[config.mk]
export PLATFORM = sky130hd
export DESIGN_NAME = input_port_flat
export DESIGN_NICKNAME = d
export VERILOG_FILES = /design/src/rtl/input_port_if.sv /design/src/rtl/input_port.sv /design/src/flat_wrapper.sv
export SDC_FILE = /design/constraint.sdc
export NUM_CORES = 1
export LEC_CHECK = 0
export BUFFER_PORTS_ARGS = -buffer_cell sky130_fd_sc_hd__buf_2
export CAP_MARGIN = 20
export CORE_MARGIN = 2
export CORE_UTILIZATION = 55
export DETAILED_ROUTE_END_ITERATION = 16
export GPL_TIMING_DRIVEN = 1
export PLACE_DENSITY = 0.79
export SYNTH_ARGS = -nofsm -noshare
export SYNTH_HDL_FRONTEND = slang
export SYNTH_SLANG_ARGS = --single-unit
export TNS_END_PERCENT = 50
[constraint.sdc]
create_clock -name clk -period 6.1 [get_ports clk]
set_input_delay 0.61 -clock clk [delete_from_list [all_inputs] [get_ports clk]]
set_output_delay 0.61 -clock clk [all_outputs]
set_load 0.01 [all_outputs]
[src/rtl/input_port_if.sv]
// CPU-facing port bundle: external pins and control byte in, captured data and interrupt out.
// Pure wiring, no latency.
// No backpressure; the bus is level-based and sampled every cycle.
interface input_port_if;
    logic [7:0] pins;
    logic [7:0] ctrl;
    logic [7:0] data;
    logic       irq;

    // Environment / CPU side: drives pins and the command byte, reads results.
    modport master (
        output pins,
        output ctrl,
        input  data,
        input  irq
    );

    // Peripheral side.
    modport slave (
        input  pins,
        input  ctrl,
        output data,
        output irq
    );
endinterface

[src/rtl/input_port.sv]
// Debounced 8-pin input peripheral: captures qualifying pin changes and raises irq until acked.
// Latency: pin change to db is 1+DEBOUNCE_CYCLES edges, to data/irq 2+DEBOUNCE_CYCLES edges.
// No backpressure; events arriving while an interrupt is pending are dropped (db keeps updating).
module input_port #(
    parameter int DEBOUNCE_CYCLES = 4
) (
    input  logic         clk,
    input  logic         reset,
    input_port_if.slave  port
);

    localparam logic [7:0] DB_LIM = 8'(DEBOUNCE_CYCLES);

    localparam logic [1:0] IDLE    = 2'd0;
    localparam logic [1:0] ARMED   = 2'd1;
    localparam logic [1:0] PENDING = 2'd2;

    logic [7:0] s1;
    logic [7:0] s2;
    logic [7:0] db;
    logic [7:0] cand;
    logic [7:0] cnt;
    logic       ack_q;
    logic       evt_q;
    logic [7:0] evt_dat;
    logic [1:0] state;
    logic [7:0] data_r;
    logic       irq_r;

    logic       en;
    logic       ack;
    logic [1:0] mode;
    logic [7:0] cnt_nxt;
    logic       accept;
    logic       qualify;

    // Bits 5:2 of the command byte carry no function here.
    logic unused_ctrl;
    assign unused_ctrl = ^port.ctrl[5:2];

    assign en   = port.ctrl[7];
    assign mode = port.ctrl[1:0];
    assign ack  = port.ctrl[6] & ~ack_q;

    // Count the current cycle would reach; a fresh candidate starts at 1.
    assign cnt_nxt = (s2 != cand) ? 8'd1 : cnt + 8'd1;
    // Accept when the differing value has been stable for DEBOUNCE_CYCLES samples.
    assign accept  = (s2 != db) && (cnt_nxt == DB_LIM);

    // Event qualification against the accepted value before the update.
    always_comb begin
        qualify = 1'b0;
        case (mode)
            2'b00:   qualify = (s2 != db);
            2'b01:   qualify = |(s2 & ~db);
            2'b10:   qualify = |(~s2 & db);
            default: qualify = 1'b0;
        endcase
    end

    // Two-flop synchronizer and previous-cycle ack bit.
    always_ff @(posedge clk or negedge reset) begin
        if (!reset) begin
            s1    <= 8'h00;
            s2    <= 8'h00;
            ack_q <= 1'b0;
        end else begin
            s1    <= port.pins;
            s2    <= s1;
            ack_q <= port.ctrl[6];
        end
    end

    // Whole-word debounce; also registers the accept event for the control FSM.
    always_ff @(posedge clk or negedge reset) begin
        if (!reset) begin
            db      <= 8'h00;
            cand    <= 8'h00;
            cnt     <= 8'h00;
            evt_q   <= 1'b0;
            evt_dat <= 8'h00;
        end else begin
            evt_q <= 1'b0;
            if (s2 == db) begin
                cnt <= 8'h00;
            end else if (accept) begin
                db      <= s2;
                cand    <= s2;
                cnt     <= 8'h00;
                evt_q   <= qualify;
                evt_dat <= s2;
            end else begin
                cand <= s2;
                cnt  <= cnt_nxt;
            end
        end
    end

    // Control FSM: disable overrides everything; a new event beats a simultaneous ack.
    always_ff @(posedge clk or negedge reset) begin
        if (!reset) begin
            state  <= IDLE;
            data_r <= 8'h00;
            irq_r  <= 1'b0;
        end else if (!en) begin
            state  <= IDLE;
            data_r <= db;
            irq_r  <= 1'b0;
        end else begin
            case (state)
                IDLE: begin
                    state  <= ARMED;
                    data_r <= db;
                    irq_r  <= 1'b0;
                end
                ARMED: begin
                    if (evt_q) begin
                        state  <= PENDING;
                        data_r <= evt_dat;
                        irq_r  <= 1'b1;
                    end else if (mode == 2'b11) begin
                        data_r <= db;
                    end
                end
                PENDING: begin
                    if (ack && evt_q) begin
                        data_r <= evt_dat;
                        irq_r  <= 1'b1;
                    end else if (ack) begin
                        state <= ARMED;
                        irq_r <= 1'b0;
                    end
                end
                default: begin
                    state <= IDLE;
                    irq_r <= 1'b0;
                end
            endcase
        end
    end

    assign port.data = data_r;
    assign port.irq  = irq_r;

endmodule

[src/flat_wrapper.sv]
// flat-port wrapper written by rule: the top's interface ports become plain ports
module input_port_flat 
#(
    parameter int DEBOUNCE_CYCLES = 4
)
  (clk, reset, port_pins, port_ctrl, port_data, port_irq);
  input_port_if port_i ();
  input  logic clk;
  input  logic reset;
  input wire logic [$bits(port_i.pins)-1:0] port_pins;
  input wire logic [$bits(port_i.ctrl)-1:0] port_ctrl;
  output wire logic [$bits(port_i.data)-1:0] port_data;
  output wire logic [$bits(port_i.irq)-1:0] port_irq;
  assign port_i.pins = port_pins;
  assign port_i.ctrl = port_ctrl;
  assign port_data = port_i.data;
  assign port_irq = port_i.irq;
  input_port #(.DEBOUNCE_CYCLES(DEBOUNCE_CYCLES)) u_core (.clk(clk), .reset(reset), .port(port_i));
endmodule
Word level (Yosys, flattened, before mapping)
Cells that the tools add are included.
{"block": "word_totals", "ff_bits": 53, "in_bits": 18, "out_inout_bits": 9, "wordCells": 65}
{"block": "classes", "addsub": 1, "n_reduce_logical": 10, "eq_ne": 16, "n_bitwise": 7, "mux": 21}
{"operator": "2-to-1 mux 8 bit", "n": 7}
{"operator": "one-hot mux 8 bit (3 select lines)", "n": 1}
{"operator": "bitwise AND 8 bit", "n": 2}
{"operator": "inequality test 8 bit", "n": 2}
{"operator": "inverter 8 bit", "n": 2}
{"operator": "OR reduction 8 bit", "n": 2}
{"operator": "inequality test 3 x 2 -> 1 bit, second input constant", "n": 3}
{"operator": "adder 8 x 1 -> 8 bit, second input constant", "n": 1}
{"operator": "== test 8 x 3 -> 1 bit, second input constant", "n": 1}
{"operator": "== test 8 bit", "n": 1}
{"operator": "2-to-1 mux 2 bit", "n": 4}
{"operator": "inequality test 4 x 2 -> 1 bit, second input constant", "n": 2}
{"operator": "== test 2 bit, second input constant", "n": 3}
{"operator": "2-to-1 mux 1 bit", "n": 6}
{"operator": "one-hot mux 2 bit (3 select lines)", "n": 1}
{"operator": "AND reduction 3 bit", "n": 2}
{"operator": "== test 2 x 1 -> 1 bit, second input constant", "n": 2}
{"operator": "logical NOT 2 bit", "n": 2}
{"operator": "inequality test 4 x 1 -> 1 bit, second input constant", "n": 1}
{"operator": "AND reduction 2 bit", "n": 2}
{"operator": "inequality test 3 bit, second input constant", "n": 1}
{"operator": "one-hot mux 1 bit (3 select lines)", "n": 1}
{"operator": "logical AND 1 bit", "n": 2}
{"operator": "inverter 1 bit", "n": 2}
{"operator": "2 further kinds", "n": 2}

Longest topological paths before layout
Gate-level depths: netlist of run 1.
{"block": "logic_depth", "ltp_word": 6, "ltp_mapped": 7, "mapped_depth_nobuf": 6}

Least setup slack after synthesis of run 1
No wires, ideal clock.
{"block": "synth_timing", "path_type": "flip-flop to flip-flop", "from": "reg u_core.cnt[1]", "to": "reg u_core.db[0]", "path_stages_with_launch": 7, "required_time_ns": 5.977, "setup_time_ns": 0.123, "arrival_ns": 1.934, "period_less_slack_ns": 2.057, "path_buffers": 1, "setup_slack_ns": 4.043, "cell_sequence": "dfrtp_1 -> ha_1 -> or4_4 -> nor4_2 -> nand4bb_1 -> buf_6 -> mux2i_1"}
{"block": "synth_via", "elab_chain_cells": 5}
{"item": "from (decl)", "line": "input_port.sv:22", "rtl": "logic [7:0] cnt;"}
{"item": "from (signal assigned)", "line": "input_port.sv:94", "rtl": "cnt <= cnt_nxt;"}
{"item": "adder 8 x 1 -> 8 bit", "line": "input_port.sv:46", "rtl": "assign cnt_nxt = (s2 != cand) ? 8'd1 : cnt + 8'd1;"}
{"item": "2-to-1 mux 8 bit", "line": "input_port.sv:46"}
{"item": "== test 8 x 3 -> 1 bit", "line": "input_port.sv:48", "rtl": "assign accept = (s2 != db) && (cnt_nxt == DB_LIM);"}
{"item": "logical AND 1 bit", "line": "input_port.sv:48"}
{"item": "AND reduction 2 bit (no line)"}
{"item": "to (signal assigned)", "line": "input_port.sv:77", "rtl": "db <= 8'h00;"}
{"item": "to (signal assigned)", "line": "input_port.sv:87", "rtl": "db <= s2;"}
{"item": "to (decl)", "line": "input_port.sv:20", "rtl": "logic [7:0] db;"}
No other way between the ends.
A chain may end at the register's enable or synchronous reset.

Final worst setup path of run 1
{"block": "layout_timing", "from": "reg u_core.cnt[1]", "to": "reg u_core.db[6]"}
Same word-level chain as after synthesis.

==> metrics, run 1 <==
status=finished clean; number of synthesized flops with an enable pin=0; synth unique cells=37; Req. time, crit path=~6.3 ns; worst slew pin tran=0.894 ns; GR Util met2=0.270; Yosys top cell by area=dfrtp_1; YS warnings=0; worst-skew pair later-pin latency=around 0.31 ns; H-tree Lvls=2; Worst Path Arrival=2.81 ns; Yosys reg bits=53; crit path capture type=flip-flop; top cells by count, synth=dfrtp_1 (53), inv_1 (23), ha_1 (20); Die ar.=~5000 sq um; CTS tree=done; Hold Path Class=reg -> reg; post-route cell area=2690 sq um; CTS Hold Buffers Added=0; maximum vdd drop=0.176 mV; sum of negative setup slack=0 ns; hold path startpoint=u_core.s1[4]; initial antenna violation count=0; worst hold stages=0; fillcell total=about 360; Post-Route Skew=between 0.005 and 0.006 ns; worst rel slew slack=0.402; RSZ-0062 raised after global routing=no; Core Region=~4300 sq um; WHS Endpoint=u_core.s2[4]; ranking of synthesized cells by area=dfrtp_1 (55%), ha_1 (10%), mux2_2 (3.7%), inv_1 (3.6%), mux2i_1 (3.3%); post-CTS resize count=0; port bufs=22; Bufs on Longest Clock Path=2; global-route usage over all layers=0.174; DR iter-0 viols=77; die width=slightly above 70 um; fmax=between 0.3 and 0.4 GHz; Final Max Slew Viols=0; Initial Util=0.566; Worst-path clk slew=0.10 ns; global-route wire length before repair=between 6 and 7 mm; DP Area=~2600 sq um; FF-to-FF setup slack=3.51 ns; Most used DFF post-synth=dfrtp_1; most numerous cell in the Yosys netlist=dfrtp_1; Crit Path Class=reg -> reg; Top Usage Layer GRT=met2; Cell Area, Synth=between 2000 and 2500 sq um; vias in the first global route=~1500; DR WL/cell=between 10 and 15 um; met1 Resource Use GR=0.242; Vert. Die Dim=roughly 70 um; final setup fails=0; fraction of layout cells with a size suffix above 1=0.187; R2R depth=5; area occupied by multi-input gates=just under 1000 sq um; gr ovfl total=0; Synth-to-Final Area Change=10.6%; Max FO, Critical Path=8; Reg area=between 1000 and 1500 sq um; DRC=0; Root Driver=clkbuf_8; max-cap viol count=0; CTS Sinks=53; routed wire length=~3.8 mm; RR Endpoint=u_core.db[6]; vias per inst=~5.3; Reg2Reg Launch Point=u_core.cnt[1]; via count=roughly 1500; DRT Pass-1 Iters=4; Synth top area share=0.546; post-route ant nets=0; Final GP Congestion=between 0.8 and 0.9; Syn Nets=roughly 250; FFs w/ async S/R, synth=1.00; largest net degree at the start of global routing=54; met3 usage=0.0390; CP Launch Type=flip-flop; # IOs=27; Nets=roughly 270; Hold Fails Final Rpt=0; Post-CTS Setup Inserts=0; ANT cells=0; leak pwr=1.34 nW; register area share after synthesis=0.546; final core utilization=0.626; Period Utilization, post-route=0.424; CTS Buf Count=5; Pwr per Cell Area=roughly 240 nW/um^2; Pwr Total=approximately 0.00066 W; post-synthesis instance total=between 200 and 250; DP Wirelength=roughly 2.7 mm; Cell Rows=24; syn_area_per_cell=11.7 sq um; Final min period=approximately 2.6 ns
[metrics by stage]
step | instances | hold slack [ns] | setup slack [ns]
final | 287 | 0.357 | 3.51
after global routing | 287 | 0.372 | 3.34
after CTS | 287 | 0.360 | 3.49
after floorplan | 208 | 0.314 | 4.04
after detailed placement | 279 | 0.336 | 3.52
after global placement | 279 | 0.331 | 3.58
[flip-flops by register name (all words and copies together) (netlist names)]
register          count
u_core.state          2
u_core.db             8
u_core.ack_q          1
u_core.cnt            8
u_core.cand           8
u_core.evt_q          1
u_core.port.irq       1
u_core.s2             8
u_core.port.data      8
u_core.s1             8
[per-layer routing]
metal,vias to the layer above,share of wire
met1,731,0.49
met3,6,0.030
met2,26,0.46
li1,751,-
met4,0,0.018
met5,-,0
[power breakdown]
group	internal, W	leakage [nW]	switching, W
clock network	0.0000860	0.0506	0.000123
logic	0.0000347	0.608	0.0000418
registers	0.000363	0.676	0.00000763
[cells by family after synthesis]
family,synth area share
simple gates,0.124
buf+inv,0.0448
flops,0.546
xor+xnor,0.0541
compound gates,0.0577
fa+ha+maj,0.103
mux,0.0701
[cell type report]
cell class / count / area share
Clock buffer: 5 / 0.0256
Sequential cell: 53 / 0.494
Timing Repair Buffer: 23 / 0.0438
Inverter: 23 / 0.0321
Tap cell: 52 / 0.0242
Multi-Input combinational cell: 128 / 0.370
Clock inverter: 3 / 0.0107
[how the worst max path moves through the flow]
stage | endpoint | slack, ns | cells after the start | startpoint
finish | u_core.db[6] | 3.51 | 5 | u_core.cnt[1]
global route | u_core.db[6] | 3.34 | 5 | u_core.cnt[1]
CTS | u_core.db[6] | 3.49 | 5 | u_core.cnt[1]
detailed placement | u_core.db[6] | 3.52 | 5 | u_core.cnt[1]
global placement | u_core.db[6] | 3.58 | 5 | u_core.cnt[1]
floorplan | u_core.db[0] | 4.04 | 6 | u_core.cnt[1]
[cells in the final DEF, fill, tap and decap left out, types with 2 or more instances in the layout]
cell	synthesis	layout
clkbuf_8	0	5
nor2_1	13	13
xnor2_1	9	9
and3_1	2	2
buf_2	0	22
a221oi_1	2	2
nand2_1	11	11
nand3_1	5	5
xor2_1	6	6
nor4_1	3	3
nor2b_1	4	4
inv_1	23	23
ha_1	20	20
dfrtp_1	53	53
or3_1	2	2
nor3_1	2	2
nand4_1	4	4
mux2_2	8	8
a21oi_1	4	4
mux2i_1	8	8
o21ai_0	9	9
[worst max-delay path, cell delays in order, from the launching register on]
cell and delay (ns):
dfrtp_1 0.47, ha_1 0.32, or4_4 0.56, nor4_2 0.31
nand4bb_1 0.51, mux2i_1 0.34
(Power assumes the default switching activity.)
==> run 2, diff against run 1 <==
clock period = 2.7 ns   (was 6.1 ns; I/O delays follow)
==> run 2 against run 1 <==
Net effect:
- combinational power is 130% higher
- power is 130% higher
- non-clock buffer count is 2 higher
- largest power group unchanged
- largest cell class unchanged
- highest routed layer unchanged
- clock skew is 0.0039 ns higher
- wire length is 0.98% higher
- fmax is 17% higher
- worst hold slack worse by 0.28 ns
- utilization is 0.67 points higher
- clock power is 150% higher
- critical path type unchanged
==> metrics, run 2 (same netlist as run 1, synthesis figures left out) <==
status=finished clean; global-route usage over all layers=0.182 (+0.00756); port bufs=22 (unchanged); Synth-to-Final Area Change=11.8%; maximum vdd drop=0.473 mV (+170%); # IOs=27 (unchanged); DR WL met3=110 um (-0.90%); H-tree Lvls=2 (unchanged); Initial Util=0.566 (unchanged); Final GP Congestion=0.870 (+0.38%); final setup fails=0 (unchanged); Crit-path slowest cell=or4_4; die width=70.5 um (unchanged); ANT cells=0 (unchanged); Die ar.=4960 sq um (unchanged); Hold Fails Final Rpt=0 (unchanged); CTS Sinks=53 (unchanged); crit path capture type=flip-flop; CP Launch Type=flip-flop; R2R depth=6 (+1); Buf+Inv Stages, Crit Path=1 (+1); Root Driver=clkbuf_8; DR WL/cell=13.1 um (+0.29%); vias per inst=5.11 (-3.1%); met1 wire length=1.80 mm (-3.0%); met2 wire length=1.82 mm (+6.1%); CTS tree=done; sum of negative setup slack=0 ns (unchanged); Bufs on Longest Clock Path=2 (unchanged); Pwr per Cell Area=563 nW/um^2 (+130%); Post-Route Skew=0.00966 ns (+0.00394 ns); gr ovfl total=0 (unchanged); max-cap viol count=0 (unchanged); Hold Path Class=in -> async; RSZ-0062 raised after global routing=no; Max FO, Critical Path=8 (unchanged); fraction of layout cells with a size suffix above 1=0.190 (+0.00264); global-route wire length before repair=6.98 mm (+1.7%); Post-CTS Setup Inserts=0 (unchanged); post-route ant nets=0 (unchanged); via count=1478 (-2.4%); Place WS=0.481 ns (-3.03 ns); worst slew pin tran=0.645 ns (-0.249 ns); critical path depth in cells=6 (+1); most frequent cells in the layout=dfrtp_1 (53), inv_1 (23), buf_2 (22); Period Utilization, post-route=0.819 (+0.395); DR iter-0 viols=81 (+5.2%); commonest non-fill, non-tap cell in the layout=dfrtp_1; Core Region=4290 sq um (unchanged); Final WS setup=0.488 ns (-3.02 ns); DRC=0 (unchanged); worst rel slew slack=0.570 (+0.168); Cell Rows=24 (unchanged); Slowest Stage Delay on Critical Path=0.56 ns (about the same); leak pwr=1.35 nW (+1.1%); Worst Path Arrival=2.43 ns (-0.38 ns); routed wire length=3.79 mm (+0.98%); initial antenna violation count=0 (unchanged); CTS Hold Buffers Added=0 (unchanged); worst-skew pair later-pin latency=0.30 ns (about the same); Final Max Slew Viols=0 (unchanged); Max Used Layer=met4; Vert. Die Dim=70.5 um (unchanged); Worst-path clk slew=0.09 ns (about the same); Nets=274 (+0.74%); post-CTS resize count=0 (unchanged); crit-path leading delay family=simple AND/OR/NAND/NOR gates; CTS Buf Count=5 (unchanged); fmax=0.452 GHz (+17%); vias in the first global route=1517 (-0.59%); Final min period=2.21 ns (-0.375 ns); Crit Path Class=reg -> reg; largest net degree at the start of global routing=54 (unchanged); DRT Pass-1 Iters=4 (unchanged); DP Wirelength=2.81 mm (+5.0%); CP cell instances=ha_1, or4_4, nor4_2, nand4bb_1, buf_4, mux2i_1; Req. time, crit path=2.92 ns (-3.40 ns)
-- run 2: changes by cell type in the layout (fill, tap and decap cells not counted) --
cell	previous run	this run
inv_6	1	0
inv_8	1	0
bufinv_16	0	1
clkbuf_1	0	1
buf_4	1	3
-- run 2: through the flow --
stage               instance area [sq um]  instances  power (W)   util  hold slack, ns
global route                         2720        289    0.00162  0.632          0.0464
CTS                                  2720        289    0.00155  0.632          0.0597
global placement                     2600        281    0.00102  0.606           0.331
floorplan                            2430        208   0.000974      -         -0.0256
finish                               2720        289    0.00153  0.632          0.0751
detailed placement                   2600        281    0.00103  0.606           0.336
-- run 2: final timing paths --
path	startpoint	slack, ns	endpoint
setup / recovery	u_core.cnt[1]	0.49	u_core.db[0]
hold / removal	reset	0.08	u_core.cand[0]
setup reg to reg	u_core.cnt[1]	0.49	u_core.db[0]
hold reg to reg	u_core.s1[3]	0.35	u_core.s2[3]
max in group asynchronous	reset	2.20	u_core.port.data[2]
min in group clk	port_pins[4]	0.08	u_core.s1[4]
-- run 2: area by class of cell --
type                       count  area, sq um
fill                         349         1580
tap                           52         65.1
inverter                      23         86.3
timing repair buffer          25          133
clock inverter                 2         38.8
sequential                    53         1330
clock buffer                   6         72.6
multi-input combinational    128          993
-- run 2: per-layer routing --
metal | GRT usage | vias up
li1 | - | 754
met1 | 0.249 | 698
met2 | 0.285 | 22
met3 | 0.0303 | 4
met4 | 0.0833 | 0
met5 | 0 | -
-- run 2: power breakdown --
group | internal [W] | leakage [nW] | total [W] | switching (W)
combinational | 0.0000791 | 0.618 | 0.000174 | 0.0000951
sequential | 0.000820 | 0.676 | 0.000837 | 0.0000170
clock | 0.000278 | 0.0554 | 0.000518 | 0.000240
total | 0.00118 | 1.35 | 0.00153 | 0.000352
-- run 2: worst register-to-register path: cells and delay by family (launching register included) --
| family | cells | cell delay [ns] |
|---|---|---|
| flip-flops | 1 | 0.45 |
| buffers and inverters | 1 | 0.19 |
| adder cells (fa/ha/maj) | 1 | 0.32 |
| AND/OR/NAND/NOR | 3 | 0.97 |
| multiplexers | 1 | 0.20 |
==> run 3, diff against run 2 <==
CORE_UTILIZATION = 52   (was 55)
PLACE_DENSITY = 0.78   (was 0.79)
clock period = 1.85 ns   (was 2.7 ns; I/O delays follow)
==> run 3 against run 2 <==
Net effect:
- die area rose by 5.4%
- combinational power rose by 65%
- first-iteration DRC count fell by 14%
- worst hold slack got worse by 0.055 ns
- critical path type unchanged
- the flow now finishes with violations (negative setup slack)
==> metrics, run 3 (same netlist as run 1, synthesis figures left out) <==
Pwr per Cell Area=790 nW/um^2 (+40%); DP Wirelength=2.86 mm (+1.7%); Slowest Stage Delay on Critical Path=0.45 ns (-0.11 ns); Final WS setup=-0.0265 ns (-0.515 ns); routed wire length=3.83 mm (+0.90%); Post-Route Skew=0.0150 ns (+0.00538 ns); commonest non-fill, non-tap cell in the layout=dfrtp_1; Combinational Power Share=0.125 (+0.011); Final Max Slew Viols=0 (unchanged); Flop pwr share=0.530 (-0.017); Worst-path clk slew=0.09 ns (about the same); die width=72.3 um (+2.7%); maximum vdd drop=0.596 mV (+26%); worst slew pin tran=0.467 ns (-0.178 ns); port bufs=22 (unchanged); largest net degree at the start of global routing=24 (-56%); clock power share=0.346 (+0.007); Layout Cells excl Fill=308 (+6.6%); Max Used Layer=met4; CTS Sinks=53 (unchanged); status=finished, violations left; DP Area=2660 sq um (+2.3%); leak pwr=1.45 nW (+7.8%); vias in the first global route=1560 (+2.8%); post-route cell area=2920 sq um (+7.5%); Final min period=1.88 ns (-0.335 ns); crit-path leading delay family=simple AND/OR/NAND/NOR gates; Core Region=4410 sq um (+2.8%); CP cell instances=ha_1, or4_4, nor4_4, nand4bb_1, buf_6, mux2i_1; DR iter-0 viols=70 (-14%); CTS Buf Count=5 (unchanged); DR WL/cell=12.4 um (-5.3%); global-route wire length before repair=7.06 mm (+1.2%); fmax=0.533 GHz (+18%); Final GP Congestion=0.843 (-3.1%); Crit-path slowest cell=or4_4; met2 wire length=1.76 mm (-3.4%); Hold Fails Final Rpt=0 (unchanged); Place WS=-0.0360 ns (-0.517 ns); Root Driver=clkbuf_8; H-tree Lvls=2 (unchanged); # IOs=27 (unchanged); Psw=0.000552 W (+57%); Initial Util=0.550 (-0.0154); Worst Path Arrival=2.07 ns (-0.36 ns); Pwr Total=0.00230 W (+51%); DRC=0 (unchanged); Req. time, crit path=2.05 ns (-0.87 ns); worst rel slew slack=0.689 (+0.119); DR WL met3=141 um (+28%); final setup fails=8 (+8); initial antenna violation count=0 (unchanged); met1 wire length=1.85 mm (+2.8%); Max FO, Critical Path=8 (unchanged); fraction of layout cells with a size suffix above 1=0.227 (+0.0367); post-route ant nets=0 (unchanged); CP Launch Type=flip-flop; ANT cells=0 (unchanged); global-route usage over all layers=0.178 (-0.00425); CTS tree=done; Vert. Die Dim=72.3 um (+2.7%); worst-skew pair later-pin latency=0.31 ns (about the same); Hold Path Class=in -> reg; Crit Path Class=reg -> reg; fillcell total=330 (-5.4%); P_int=0.00175 W (+49%); DRT Pass-1 Iters=4 (unchanged); crit path capture type=flip-flop; Die ar.=5230 sq um (+5.4%); RSZ-0062 raised after global routing=yes; Synth-to-Final Area Change=20.1%; failing checks=negative setup slack; max-cap viol count=0 (unchanged); Period Utilization, post-route=1.01 (+0.195); gr ovfl total=0 (unchanged); most frequent cells in the layout=dfrtp_1 (53), inv_1 (23), buf_2 (22); Nets=293 (+6.9%); Cell Rows=24 (unchanged); via count=1557 (+5.3%); placed insts=286 (+1.8%); vias per inst=5.06 (-1.2%); Bufs on Longest Clock Path=2 (unchanged); Buf+Inv Stages, Crit Path=1 (unchanged); Net Sw Frac=0.239 (+0.00918)
==> run 3: cell types whose count changed in the layout (fill, tap and decap cells not counted), sizes merged <==
cell,before,now
dlygate4sd3,0,9
inv,23,25
clkinv,1,0
clkbuf,6,5
buf,25,35
==> run 3: power by group through the flow <==
stage / clock, W / combinational [W] / sequential, W
after CTS: 0.000823 / 0.000288 / 0.00122
after global routing: 0.000876 / 0.000335 / 0.00123
after floorplan: 0 / 0.000182 / 0.00124
after detailed placement: 0 / 0.000271 / 0.00124
after global placement: 0 / 0.000261 / 0.00124
final: 0.000797 / 0.000287 / 0.00122
==> run 3: final timing paths <==
kind	to	from	slack [ns]	cells after the start
worst max-delay path	u_core.db[2]	u_core.cnt[1]	-0.03	6
worst min-delay path	u_core.ack_q	port_ctrl[6]	0.02	1
worst max register to register	u_core.db[2]	u_core.cnt[1]	-0.03	6
worst min register to register	u_core.s2[2]	u_core.s1[2]	0.35	0
max in group asynchronous	u_core.cnt[7]	reset	0.96	3
min in group asynchronous	u_core.s1[6]	reset	0.35	2
==> run 3: area by class of cell <==
class                           count  area (sq um)  share of cell area
Tap cell                           52          65.1              0.0223
Timing Repair Buffer               44           314               0.108
Clock buffer                        5          68.8              0.0236
Multi-Input combinational cell    128          1010               0.346
Clock inverter                      3          47.5              0.0163
Inverter                           23          86.3              0.0296
Sequential cell                    53          1330               0.455
==> run 3: stage by stage <==
| stage | util | hold WS (ns) | setup TNS, ns |
|---|---|---|---|
| 6_report | 0.661 | 0.0197 | -0.137 |
| 5_1_grt | 0.661 | 0.0115 | -0.808 |
| 4_1_cts | 0.652 | 0.00901 | -0.101 |
| 3_5_place_dp | 0.603 | 0.165 | -0.236 |
| 3_3_place_gp | 0.603 | 0.161 | 0 |
| 2_1_floorplan | - | -0.111 | 0 |
==> run 3: worst reg2reg max path: stages (launching register included) <==
cell       delay (ns)
dfrtp_1          0.39
ha_1             0.30
or4_4            0.45
nor4_4           0.19
nand4bb_1        0.15
buf_6            0.17
mux2i_1          0.12
==> run 3: timing repair <==
| item | in CTS | in global routing |
|---|---|---|
| endpoints found under the hold margin | 27 | 0 |
| gates resized for setup | 1 | 2 |
| pin swaps | 0 | 1 |
| setup buffers | 1 | 4 |
| hold buffers | 9 | 0 |
| setup endpoints to repair | 8 | 19 |
| gates cloned | 0 | 0 |
==> run 3: layer usage <==
| metal | up-vias | global-route usage |
|---|---|---|
| li1 | 793 | - |
| met1 | 728 | 0.238 |
| met2 | 30 | 0.279 |
| met3 | 6 | 0.0458 |
| met4 | 0 | 0.0692 |
| met5 | - | 0 |
